==> src/rtl/operand_fetch_pkg.sv <==
// rtl/operand_fetch_pkg.sv - shared widths, types and bypass helpers for the operand fetch stage
package operand_fetch_pkg;

  localparam int DATA_W  = 32;
  localparam int REG_NUM = 32;
  localparam int IDX_W   = $clog2(REG_NUM);
  localparam int CTRL_W  = 16;

  typedef logic [DATA_W-1:0] word_t;
  typedef logic [IDX_W-1:0]  creg_addr_t;
  typedef logic [CTRL_W-1:0] ctrl_t;

  // One writer stage as seen from operand fetch.
  typedef struct packed {
    logic       valid;
    logic       is_load;
    logic       data_ok;
    creg_addr_t wid;
    word_t      wdata;
  } bypass_t;

  localparam logic [31:0] STALL_MAX = 32'hFFFF_FFFF;

  // Stage writes the register being read.
  function automatic logic bp_match(input bypass_t s, input creg_addr_t idx);
    return s.valid && (s.wid == idx);
  endfunction

  // Stage result is usable this cycle (non-load, or load with data back).
  function automatic logic bp_ready(input bypass_t s);
    return !s.is_load || s.data_ok;
  endfunction

endpackage

==> src/rtl/operand_fetch_if.sv <==
// rtl/operand_fetch_if.sv - decode-side and execute-side handshakes of the operand fetch stage
interface operand_fetch_if;
  import operand_fetch_pkg::*;

  logic       in_valid;
  logic       in_ready;
  creg_addr_t in_ra1;
  creg_addr_t in_ra2;
  logic       in_use1;
  logic       in_use2;
  creg_addr_t in_rd;
  ctrl_t      in_ctrl;

  logic       out_valid;
  logic       out_ready;
  word_t      out_src1;
  word_t      out_src2;
  creg_addr_t out_rd;
  ctrl_t      out_ctrl;

  modport master (
    output in_valid, in_ra1, in_ra2, in_use1, in_use2, in_rd, in_ctrl, out_ready,
    input  in_ready, out_valid, out_src1, out_src2, out_rd, out_ctrl
  );

  modport slave (
    input  in_valid, in_ra1, in_ra2, in_use1, in_use2, in_rd, in_ctrl, out_ready,
    output in_ready, out_valid, out_src1, out_src2, out_rd, out_ctrl
  );

endinterface

==> src/rtl/operand_fetch_bypass.sv <==
// rtl/operand_fetch_bypass.sv - per-source bypass mux and load-use hazard detect
module operand_bypass
  import operand_fetch_pkg::*;
(
  input  creg_addr_t idx,
  input  logic       use_src,
  input  word_t      rf_data,
  input  bypass_t    ex,
  input  bypass_t    mem,
  input  bypass_t    wb,
  output word_t      value,
  output logic       hazard
);

  logic nz;
  logic ex_fwd, mem_fwd, wb_fwd;
  logic ex_wait, mem_wait, wb_wait;

  // Youngest ready writer wins; a pending load is skipped for the value
  // and raises a hazard unless a younger ready writer already covers it.
  always_comb begin
    nz       = (idx != '0);
    ex_fwd   = bp_match(ex, idx)  && bp_ready(ex);
    mem_fwd  = bp_match(mem, idx) && bp_ready(mem);
    wb_fwd   = bp_match(wb, idx)  && bp_ready(wb);
    ex_wait  = bp_match(ex, idx)  && !bp_ready(ex);
    mem_wait = bp_match(mem, idx) && !bp_ready(mem);
    wb_wait  = bp_match(wb, idx)  && !bp_ready(wb);

    value = rf_data;
    if (!nz)          value = '0;
    else if (ex_fwd)  value = ex.wdata;
    else if (mem_fwd) value = mem.wdata;
    else if (wb_fwd)  value = wb.wdata;

    hazard = use_src && nz &&
             (ex_wait ||
              (mem_wait && !ex_fwd) ||
              (wb_wait && !ex_fwd && !mem_fwd));
  end

endmodule

==> src/rtl/operand_fetch.sv <==
// rtl/operand_fetch.sv - register read stage with bypassing, load-use interlock and output slot
module operand_fetch
  import operand_fetch_pkg::*;
(
  input  logic        clk,
  input  logic        resetn,
  operand_fetch_if.slave bus,
  output creg_addr_t  rf_ra1,
  output creg_addr_t  rf_ra2,
  input  word_t       rf_src1,
  input  word_t       rf_src2,
  input  logic        ex_valid,
  input  logic        ex_is_load,
  input  creg_addr_t  ex_wid,
  input  word_t       ex_wdata,
  input  logic        mem_valid,
  input  logic        mem_is_load,
  input  logic        mem_data_ok,
  input  creg_addr_t  mem_wid,
  input  word_t       mem_wdata,
  input  logic        wb_valid,
  input  creg_addr_t  wb_wid,
  input  word_t       wb_wdata,
  input  logic        flush,
  output logic [31:0] stall_cnt
);

  bypass_t ex_bp, mem_bp, wb_bp;
  word_t   res1, res2;
  logic    haz1, haz2, hazard, capture;

  logic        valid_q;
  word_t       src1_q, src2_q;
  creg_addr_t  rd_q;
  ctrl_t       ctrl_q;
  logic [31:0] stall_q;

  // EX results never come from a completed load; WB data is always final.
  assign ex_bp  = '{valid: ex_valid,  is_load: ex_is_load,  data_ok: 1'b0,
                    wid: ex_wid,  wdata: ex_wdata};
  assign mem_bp = '{valid: mem_valid, is_load: mem_is_load, data_ok: mem_data_ok,
                    wid: mem_wid, wdata: mem_wdata};
  assign wb_bp  = '{valid: wb_valid,  is_load: 1'b0,        data_ok: 1'b1,
                    wid: wb_wid,  wdata: wb_wdata};

  assign rf_ra1 = bus.in_ra1;
  assign rf_ra2 = bus.in_ra2;

  operand_bypass u_byp1 (
    .idx(bus.in_ra1), .use_src(bus.in_use1), .rf_data(rf_src1),
    .ex(ex_bp), .mem(mem_bp), .wb(wb_bp), .value(res1), .hazard(haz1)
  );

  operand_bypass u_byp2 (
    .idx(bus.in_ra2), .use_src(bus.in_use2), .rf_data(rf_src2),
    .ex(ex_bp), .mem(mem_bp), .wb(wb_bp), .value(res2), .hazard(haz2)
  );

  assign hazard       = haz1 || haz2;
  assign bus.in_ready = !hazard && !flush && (!valid_q || bus.out_ready);
  assign capture      = bus.in_valid && bus.in_ready;

  // Output slot: flush squashes, capture replaces, a drained slot empties.
  always_ff @(posedge clk or negedge resetn) begin
    if (!resetn) begin
      valid_q <= 1'b0;
      src1_q  <= '0;
      src2_q  <= '0;
      rd_q    <= '0;
      ctrl_q  <= '0;
    end else if (flush) begin
      valid_q <= 1'b0;
    end else if (capture) begin
      valid_q <= 1'b1;
      src1_q  <= res1;
      src2_q  <= res2;
      rd_q    <= bus.in_rd;
      ctrl_q  <= bus.in_ctrl;
    end else if (bus.out_ready) begin
      valid_q <= 1'b0;
    end
  end

  // Count cycles a real instruction is held back by a load-use hazard.
  always_ff @(posedge clk or negedge resetn) begin
    if (!resetn) begin
      stall_q <= '0;
    end else if (bus.in_valid && hazard && !flush && (stall_q != STALL_MAX)) begin
      stall_q <= stall_q + 32'd1;
    end
  end

  assign bus.out_valid = valid_q;
  assign bus.out_src1  = src1_q;
  assign bus.out_src2  = src2_q;
  assign bus.out_rd    = rd_q;
  assign bus.out_ctrl  = ctrl_q;
  assign stall_cnt     = stall_q;

endmodule

==> src/flat_wrapper.sv <==
// flat-port wrapper written by rule: the top's interface ports become plain ports
module operand_fetch_flat import operand_fetch_pkg::*;
  (clk, resetn, rf_ra1, rf_ra2, rf_src1, rf_src2, ex_valid, ex_is_load, ex_wid, ex_wdata, mem_valid, mem_is_load, mem_data_ok, mem_wid, mem_wdata, wb_valid, wb_wid, wb_wdata, flush, stall_cnt, bus_in_valid, bus_in_ra1, bus_in_ra2, bus_in_use1, bus_in_use2, bus_in_rd, bus_in_ctrl, bus_out_ready, bus_in_ready, bus_out_valid, bus_out_src1, bus_out_src2, bus_out_rd, bus_out_ctrl);
  operand_fetch_if bus_i ();
  input  logic clk;
  input  logic resetn;
  output creg_addr_t rf_ra1;
  output creg_addr_t rf_ra2;
  input  word_t rf_src1;
  input  word_t rf_src2;
  input  logic ex_valid;
  input  logic ex_is_load;
  input  creg_addr_t ex_wid;
  input  word_t ex_wdata;
  input  logic mem_valid;
  input  logic mem_is_load;
  input  logic mem_data_ok;
  input  creg_addr_t mem_wid;
  input  word_t mem_wdata;
  input  logic wb_valid;
  input  creg_addr_t wb_wid;
  input  word_t wb_wdata;
  input  logic flush;
  output logic [31:0] stall_cnt;
  input wire logic [$bits(bus_i.in_valid)-1:0] bus_in_valid;
  input wire logic [$bits(bus_i.in_ra1)-1:0] bus_in_ra1;
  input wire logic [$bits(bus_i.in_ra2)-1:0] bus_in_ra2;
  input wire logic [$bits(bus_i.in_use1)-1:0] bus_in_use1;
  input wire logic [$bits(bus_i.in_use2)-1:0] bus_in_use2;
  input wire logic [$bits(bus_i.in_rd)-1:0] bus_in_rd;
  input wire logic [$bits(bus_i.in_ctrl)-1:0] bus_in_ctrl;
  input wire logic [$bits(bus_i.out_ready)-1:0] bus_out_ready;
  output wire logic [$bits(bus_i.in_ready)-1:0] bus_in_ready;
  output wire logic [$bits(bus_i.out_valid)-1:0] bus_out_valid;
  output wire logic [$bits(bus_i.out_src1)-1:0] bus_out_src1;
  output wire logic [$bits(bus_i.out_src2)-1:0] bus_out_src2;
  output wire logic [$bits(bus_i.out_rd)-1:0] bus_out_rd;
  output wire logic [$bits(bus_i.out_ctrl)-1:0] bus_out_ctrl;
  assign bus_i.in_valid = bus_in_valid;
  assign bus_i.in_ra1 = bus_in_ra1;
  assign bus_i.in_ra2 = bus_in_ra2;
  assign bus_i.in_use1 = bus_in_use1;
  assign bus_i.in_use2 = bus_in_use2;
  assign bus_i.in_rd = bus_in_rd;
  assign bus_i.in_ctrl = bus_in_ctrl;
  assign bus_i.out_ready = bus_out_ready;
  assign bus_in_ready = bus_i.in_ready;
  assign bus_out_valid = bus_i.out_valid;
  assign bus_out_src1 = bus_i.out_src1;
  assign bus_out_src2 = bus_i.out_src2;
  assign bus_out_rd = bus_i.out_rd;
  assign bus_out_ctrl = bus_i.out_ctrl;
  operand_fetch u_core (.clk(clk), .resetn(resetn), .bus(bus_i), .rf_ra1(rf_ra1), .rf_ra2(rf_ra2), .rf_src1(rf_src1), .rf_src2(rf_src2), .ex_valid(ex_valid), .ex_is_load(ex_is_load), .ex_wid(ex_wid), .ex_wdata(ex_wdata), .mem_valid(mem_valid), .mem_is_load(mem_is_load), .mem_data_ok(mem_data_ok), .mem_wid(mem_wid), .mem_wdata(mem_wdata), .wb_valid(wb_valid), .wb_wid(wb_wid), .wb_wdata(wb_wdata), .flush(flush), .stall_cnt(stall_cnt));
endmodule
==> config.mk <==
export PLATFORM = sky130hd
export DESIGN_NAME = operand_fetch_flat
export DESIGN_NICKNAME = d
export VERILOG_FILES = /design/src/rtl/operand_fetch_pkg.sv /design/src/rtl/operand_fetch_if.sv /design/src/rtl/operand_fetch_bypass.sv /design/src/rtl/operand_fetch.sv /design/src/flat_wrapper.sv
export SDC_FILE = /design/constraint.sdc
export NUM_CORES = 1
export LEC_CHECK = 0
export ABC_AREA = 1
export CORE_AREA = 2 2 154 156
export CTS_BUF_LIST = sky130_fd_sc_hd__clkbuf_4
export DETAILED_ROUTE_END_ITERATION = 8
export DIE_AREA = 0 0 156 158
export PLACE_DENSITY = 0.73
export SLEW_MARGIN = 20
export SYNTH_ARGS = -nofsm -noshare
export SYNTH_HDL_FRONTEND = slang
export SYNTH_SLANG_ARGS = --single-unit
==> constraint.sdc <==
create_clock -name clk -period 2.55 [get_ports clk]
set_input_delay 0.51 -clock clk [delete_from_list [all_inputs] [get_ports clk]]
set_output_delay 0.51 -clock clk [all_outputs]
set_load 0.02 [all_outputs]
==> flow_summary.yaml, run 1 <==
sta:
  skew_ns: 0.0195
  drv_slew: 0
  fin_crit_ns: 2.46
  fin_crit_sh: 0.966
  worst_pin_slew_ns: 0.463
  fmaxAchievable_mhz: 406
  hold_violations: 0
  setup_ws_ns: 0.0855
  rsz0062_at_grt: "false"
  setup_tns_ns: 0
  setup_violations: 0
  slew_headroom: 0.691
synthesis:
  synth-seq-cells: 118
  syn_area_um2: 9030
  synth_cell_types: 28
  yosysSeqAreaShare: 0.327
  avgSynthCellArea_um2: 5.95
  syn_inst: 1519
  syn_nets: 1739
  yosys_warnings: 0
worst_setup_path:
  end_kind: "primary output"
  start_kind: "primary input"
  worst_ep_required_time_ns: 2.04
  cp_max_fo: 2
  crit_type: "primary input to primary output"
  arrival_ns: 1.95
die:
  die_w_um: 156
  io_pins: 348
  start_util: 0.392
  design.die.area_um2: 24600
  die_h_um: 158
  rows: 56
  fp.coreArea_um2: 23100
routing:
  avgRoutedWirePerCell_um: 17.6
  first_iter_violations: 959
  viasPerCell: 5.19
  drc: 0
  ant_nets: 0
  num_vias: 11395
  wirelength_um: 38600
  dr.pass1.iters: 7
layout:
  design_area_um2: 13500
  layout-drive-gt1-share: 0.0818
  syn2layout_area_growth_pct: 49.9
  fin_cells: 2195
  finalNetCount: 2103
global_routing:
  antenna_found_initial: 12
  grtUsageTotal: 0.311
  grt_pass1_wl_um: 59200
  busiest_layer: "met2"
  grt.met3_usage: 0.0564
  grt_max_degree: 49
  met2_usage: 0.519
  grt_pass1_vias: 10865
  grtUsageMet1: 0.391
  grt.overflow.total: 0
hold_path:
  hold_class: "primary input to asynchronous set/reset pin"
clocking:
  cts_max_level: 4
  cts_inserted_buffers: 17
  root_buffer: "clkbuf_4"
  tritoncts: "done"
  numClockSinks: 118
  cts.clk_slew.worst_paths_ns: 0.12
  cts_max_path_buffers: 2
  clk_latency_ns: 0.53
placement:
  portBuffers: 347
  place_ws_ns: -0.550
  placed_cell_area_um2: 13200
  placedCellCount: 2150
  place.gp.congestion: 0.962
  dp_hpwl_um: 29900
pwr:
  ir_drop_v: 0.000459
  power.density_nw_per_um2: 427
  p_leak_nw: 7.22
flow_run:
  max-cap-violations: 0
outcome:
  outcome: "finished, final reports clean"
[worst paths after layout]
check / to / cells after the start / start / slack [ns]
max in group asynchronous: u_core.bus.out_src2[29]$_DFFE_PN0P_ / 3 / resetn / 1.43
hold / removal: u_core.bus.out_ctrl[12]$_DFFE_PN0P_ / 2 / resetn / 0.48
min in group clk: u_core.bus.out_ctrl[4]$_DFFE_PN0P_ / 2 / u_core.bus.out_ctrl[4]$_DFFE_PN0P_ / 0.49
setup reg to reg: u_core.stall_cnt[17]$_DFFE_PN0P_ / 10 / u_core.stall_cnt[1]$_DFFE_PN0P_ / 0.32
setup / recovery: bus_in_ready / 10 / ex_valid / 0.09
hold reg to reg: u_core.bus.out_ctrl[4]$_DFFE_PN0P_ / 2 / u_core.bus.out_ctrl[4]$_DFFE_PN0P_ / 0.49
[report_power, final]
| part | leakage (nW) | internal (W) | switching (W) |
|---|---|---|---|
| Sequential | 1.51 | 0.00212 | 0.000155 |
| Clock | 0.113 | 0.000464 | 0.000798 |
| Combinational | 5.59 | 0.00106 | 0.00119 |
| Total | 7.22 | 0.00364 | 0.00214 |
[synth_stat cells]
cell type  instances  area, um^2
a21oi_1            3        15.0
buf_2             19        95.1
inv_2              8        30.0
nor2_1           113         424
nor3_1            11        55.1
nand3_2            2        20.0
inv_1            173         649
xor2_1            22         193
nor3b_1            2        15.0
ha_1               1        12.5
o211ai_1           1        7.51
o21ai_0            3        15.0
dfrtp_1          118        2950
nor4_1             1        6.26
buf_4             14         105
o22ai_1            1        6.26
nand2_2            1        6.26
nand4_2            1        12.5
nand4_1          107         669
buf_1              8        30.0
nand2_1          698        2620
nor3_2             2        20.0
nand3_1          147         736
clkbuf_1          47         176
nor2_4             2        22.5
buf_6              6        67.6
xnor2_1            7        61.3
nand3b_1           1        7.51
[layer usage]
layer	vias to the layer above	part of all wire
met2	635	0.47
li1	5473	-
met3	103	0.089
met4	4	0.039
met1	5180	0.40
met5	-	0.00088
[final cells by class]
cell class / count / area (um^2)
timing repair buffer: 439 / 4290
inverter: 181 / 679
clock inverter: 13 / 110
multi-input combinational: 1126 / 4990
fill: 2233 / 9520
clock buffer: 17 / 128
tap: 290 / 363
antenna: 11 / 27.5
sequential: 118 / 2950
[cells by family after synthesis]
| kind of cell | after synthesis | share of synthesized area |
|---|---|---|
| AND/OR/NAND/NOR | 1088 | 0.511 |
| buffers and inverters | 275 | 0.128 |
| flip-flops | 118 | 0.327 |
| XOR/XNOR | 29 | 0.0281 |
| AO/OA/AOI/OAI | 8 | 0.00485 |
| adder cells (fa/ha/maj) | 1 | 0.00139 |
[flip-flops by register name, indices dropped and copies added (netlist names)]
name / count
u_core.bus.out_src1: 32
u_core.bus.out_src2: 32
u_core.stall_cnt: 32
u_core.bus.out_ctrl: 16
u_core.bus.out_rd: 5
u_core.bus.out_valid: 1
[critical path, cell delays in order]
cell	delay, ns
clkdlybuf4s50_1	0.50
nand2_1	0.07
nor2_2	0.13
nand3_2	0.12
buf_4	0.15
nand2_1	0.06
nand2_2	0.08
nand3_4	0.11
inv_1	0.05
buf_4	0.15
[layout by cell type (no fill, tap or decap), types with 11 or more instances in the layout]
cell,Yosys,final
clkdlybuf4s50_1,0,324
nor2_1,113,100
diode_2,0,11
nand4_1,107,107
nand3_1,147,145
nor3_1,11,11
xor2_1,22,22
inv_1,173,171
nand2_1,698,698
dfrtp_1,118,118
clkbuf_4,0,17
dlymetal6s2s_1,0,11
nor2_2,0,13
buf_4,14,84
[stage by stage]
stage | hold WS, ns | power (W) | utilization
detailed placement | 0.464 | 0.00454 | 0.572
floorplan | 0.214 | 0.00327 | -
CTS | 0.463 | 0.00582 | 0.583
global placement | 0.461 | 0.00453 | 0.572
global route | 0.485 | 0.00611 | 0.587
finish | 0.483 | 0.00578 | 0.587
[repair_timing]
| item | in CTS | in global routing |
|---|---|---|
| hold buffers | 1 | 0 |
| buffers inserted | 0 | 3 |
| gates resized for setup | 19 | 18 |
| pin swaps | 1 | 7 |
| cloned | 0 | 0 |
| endpoints found under the hold margin | 30 | 0 |
| setup endpoints to repair | 1 | 1 |
Note: power is estimated with default switching activity, not from simulation.
==> run 2, diff against run 1 <==
--- a/config.mk
+++ b/config.mk
@@ -11,6 +11,7 @@
 export DETAILED_ROUTE_END_ITERATION = 8
 export DIE_AREA = 0 0 156 158
 export PLACE_DENSITY = 0.73
+export RECOVER_POWER = 50
 export SLEW_MARGIN = 20
 export SYNTH_ARGS = -nofsm -noshare
 export SYNTH_HDL_FRONTEND = slang
==> run 2 against run 1 <==
Worst hold slack improved by 0.0031 ns. Sequential cell count did not move. Critical path depth did not move. Non-clock buffer count did not move.
==> flow_summary.yaml, run 2 (synthesis gave the netlist of run 1 again) <==
clocking:
  numClockSinks: 118
  tritoncts: "done"
  cts_inserted_buffers: 17
  cts_max_path_buffers: 2
  clk_latency_ns: 0.54
  root_buffer: "clkbuf_4"
  cts_max_level: 4
  cts.clk_slew.worst_paths_ns: 0.10
sta:
  worst_pin_slew_ns: 1.04
  drv_slew: 0
  fin_crit_sh: 0.964
  fmaxAchievable_mhz: 407
  rsz0062_at_grt: "false"
  hold_slack_ns: 0.486
  slew_headroom: 0.308
  setup_violations: 0
  fin_crit_ns: 2.46
  hold_violations: 0
  skew_ns: 0.0205
die:
  rows: 56
  fp.coreArea_um2: 23100
  io_pins: 348
  start_util: 0.392
  die_h_um: 158
  die_w_um: 156
  design.die.area_um2: 24600
worst_setup_path:
  worst_ep_required_time_ns: 2.04
  timing.rr.start: "u_core.stall_cnt[1]$_DFFE_PN0P_"
  arrival_ns: 1.95
  crit_type: "primary input to primary output"
  endpoint: "bus_in_ready"
  slowest_stage: "clkdlybuf4s50_1"
  rrSetupSlack_ns: 0.30
  cp_max_fo: 2
  ff2ff_path_depth: 10
  crit_chain: "clkdlybuf4s50_1, nand2_1, nor2_2, nand3_2, buf_4, nand2_1, nand2_2, nand3_4, inv_1, buf_4"
  start_kind: "primary input"
  crit-reg2reg-capture: "u_core.stall_cnt[17]$_DFFE_PN0P_"
  critPathMaxStageDelay_ns: 0.49
  crit_path_start: "ex_valid"
  end_kind: "primary output"
global_routing:
  grt.met3_usage: 0.0564
  busiest_layer: "met2"
  grt_pass1_vias: 10865
  met2_usage: 0.519
  grt_pass1_wl_um: 59200
  grtUsageMet1: 0.391
  grt.overflow.total: 0
  grt_max_degree: 49
  grtUsageTotal: 0.311
  antenna_found_initial: 12
routing:
  num_vias: 11317
  drc: 0
  viasPerCell: 5.15
  ant_nets: 0
  avgRoutedWirePerCell_um: 17.6
  dr.pass1.iters: 5
  wirelength_um: 38600
  first_iter_violations: 918
pwr:
  pwr-share-seq: 0.395
  power.density_nw_per_um2: 426
  power_frac_clock: 0.220
  p_int_w: 0.00360
  sw_frac_of_total: 0.373
  ir_drop_v: 0.000460
  p_comb_frac: 0.384
  p_leak_nw: 7.22
  power_switching_w: 0.00214
layout:
  postLayoutCoreUtil: 0.584
  final_cell_mix: "nand2_1 (698), clkdlybuf4s50_1 (297), inv_1 (171), nand3_1 (145), dfrtp_1 (118)"
  n_fill_cell: 2241
  final_common_cell: "nand2_1"
  syn2layout_area_growth_pct: 49.0
  finalNetCount: 2103
  layout-drive-gt1-share: 0.0803
hold_path:
  hold_class: "flip-flop to flip-flop"
outcome:
  outcome: "finished, final reports clean"
placement:
  portBuffers: 347
  dp_hpwl_um: 29900
  place.gp.congestion: 0.962
flow_run:
  max-cap-violations: 0
## run 2: final cells by class
cell class	count	area [um^2]	share of cell area
multi-input combinational	1126	4980	0.370
sequential	118	2950	0.219
inverter	181	679	0.0505
timing repair buffer	439	4210	0.313
clock buffer	17	128	0.00948
antenna	12	30.0	0.00223
clock inverter	13	110	0.00818
tap	290	363	0.0270
## run 2: timing repair
item / 4_1_cts / 5_1_grt
setup buffers: 0 / 3
gates resized for setup: 19 / 18
pin swaps: 1 / 7
hold buffers: 1 / 0
hold endpoints to repair: 30 / 0
endpoints found under the setup margin: 1 / 1
## run 2: critical path, delay by kind of cell
family                 cells  cell delay [ns]
AND/OR/NAND/NOR            6             0.58
buffers and inverters      4             0.84
## run 2: power by group through the flow
stage               combinational [W]  sequential, W  clock (W)
global placement              0.00222        0.00230          0
floorplan                    0.000673        0.00260          0
CTS                           0.00225        0.00227    0.00130
global route                  0.00239        0.00230    0.00137
detailed placement            0.00224        0.00230          0
finish                        0.00220        0.00227    0.00126
## run 2: layer usage
layer  routed length [um]  share of wire
met1                16100           0.42
met4                 1630          0.042
met2                17800           0.46
met3                 3080          0.080
met5                   34        0.00088
## run 2: worst min path at each step
stage                                             start                                   to  slack (ns)  depth (start not counted)
floorplan                                        resetn   u_core.bus.out_ctrl[0]$_DFFE_PN0P_        0.21                          0
global placement     u_core.bus.out_ctrl[5]$_DFFE_PN0P_   u_core.bus.out_ctrl[5]$_DFFE_PN0P_        0.46                          2
detailed placement  u_core.bus.out_src2[18]$_DFFE_PN0P_  u_core.bus.out_src2[18]$_DFFE_PN0P_        0.46                          2
CTS                                              resetn     u_core.stall_cnt[27]$_DFFE_PN0P_        0.46                          2
global route                            bus_in_ctrl[12]  u_core.bus.out_ctrl[12]$_DFFE_PN0P_        0.49                          3
finish              u_core.bus.out_ctrl[13]$_DFFE_PN0P_  u_core.bus.out_ctrl[13]$_DFFE_PN0P_        0.49                          2
## run 2: stage by stage
stage               power [W]  TNS, ns  setup WS [ns]  area, um^2  std cells
floorplan             0.00327        0          0.571        9030       1519
global placement      0.00453   -15.26         -0.523       13200       2150
detailed placement    0.00454   -20.26         -0.550       13200       2150
CTS                   0.00582        0        0.00115       13400       2181
global route          0.00606        0         0.0332       13500       2194
finish                0.00574        0         0.0923       13500       2196
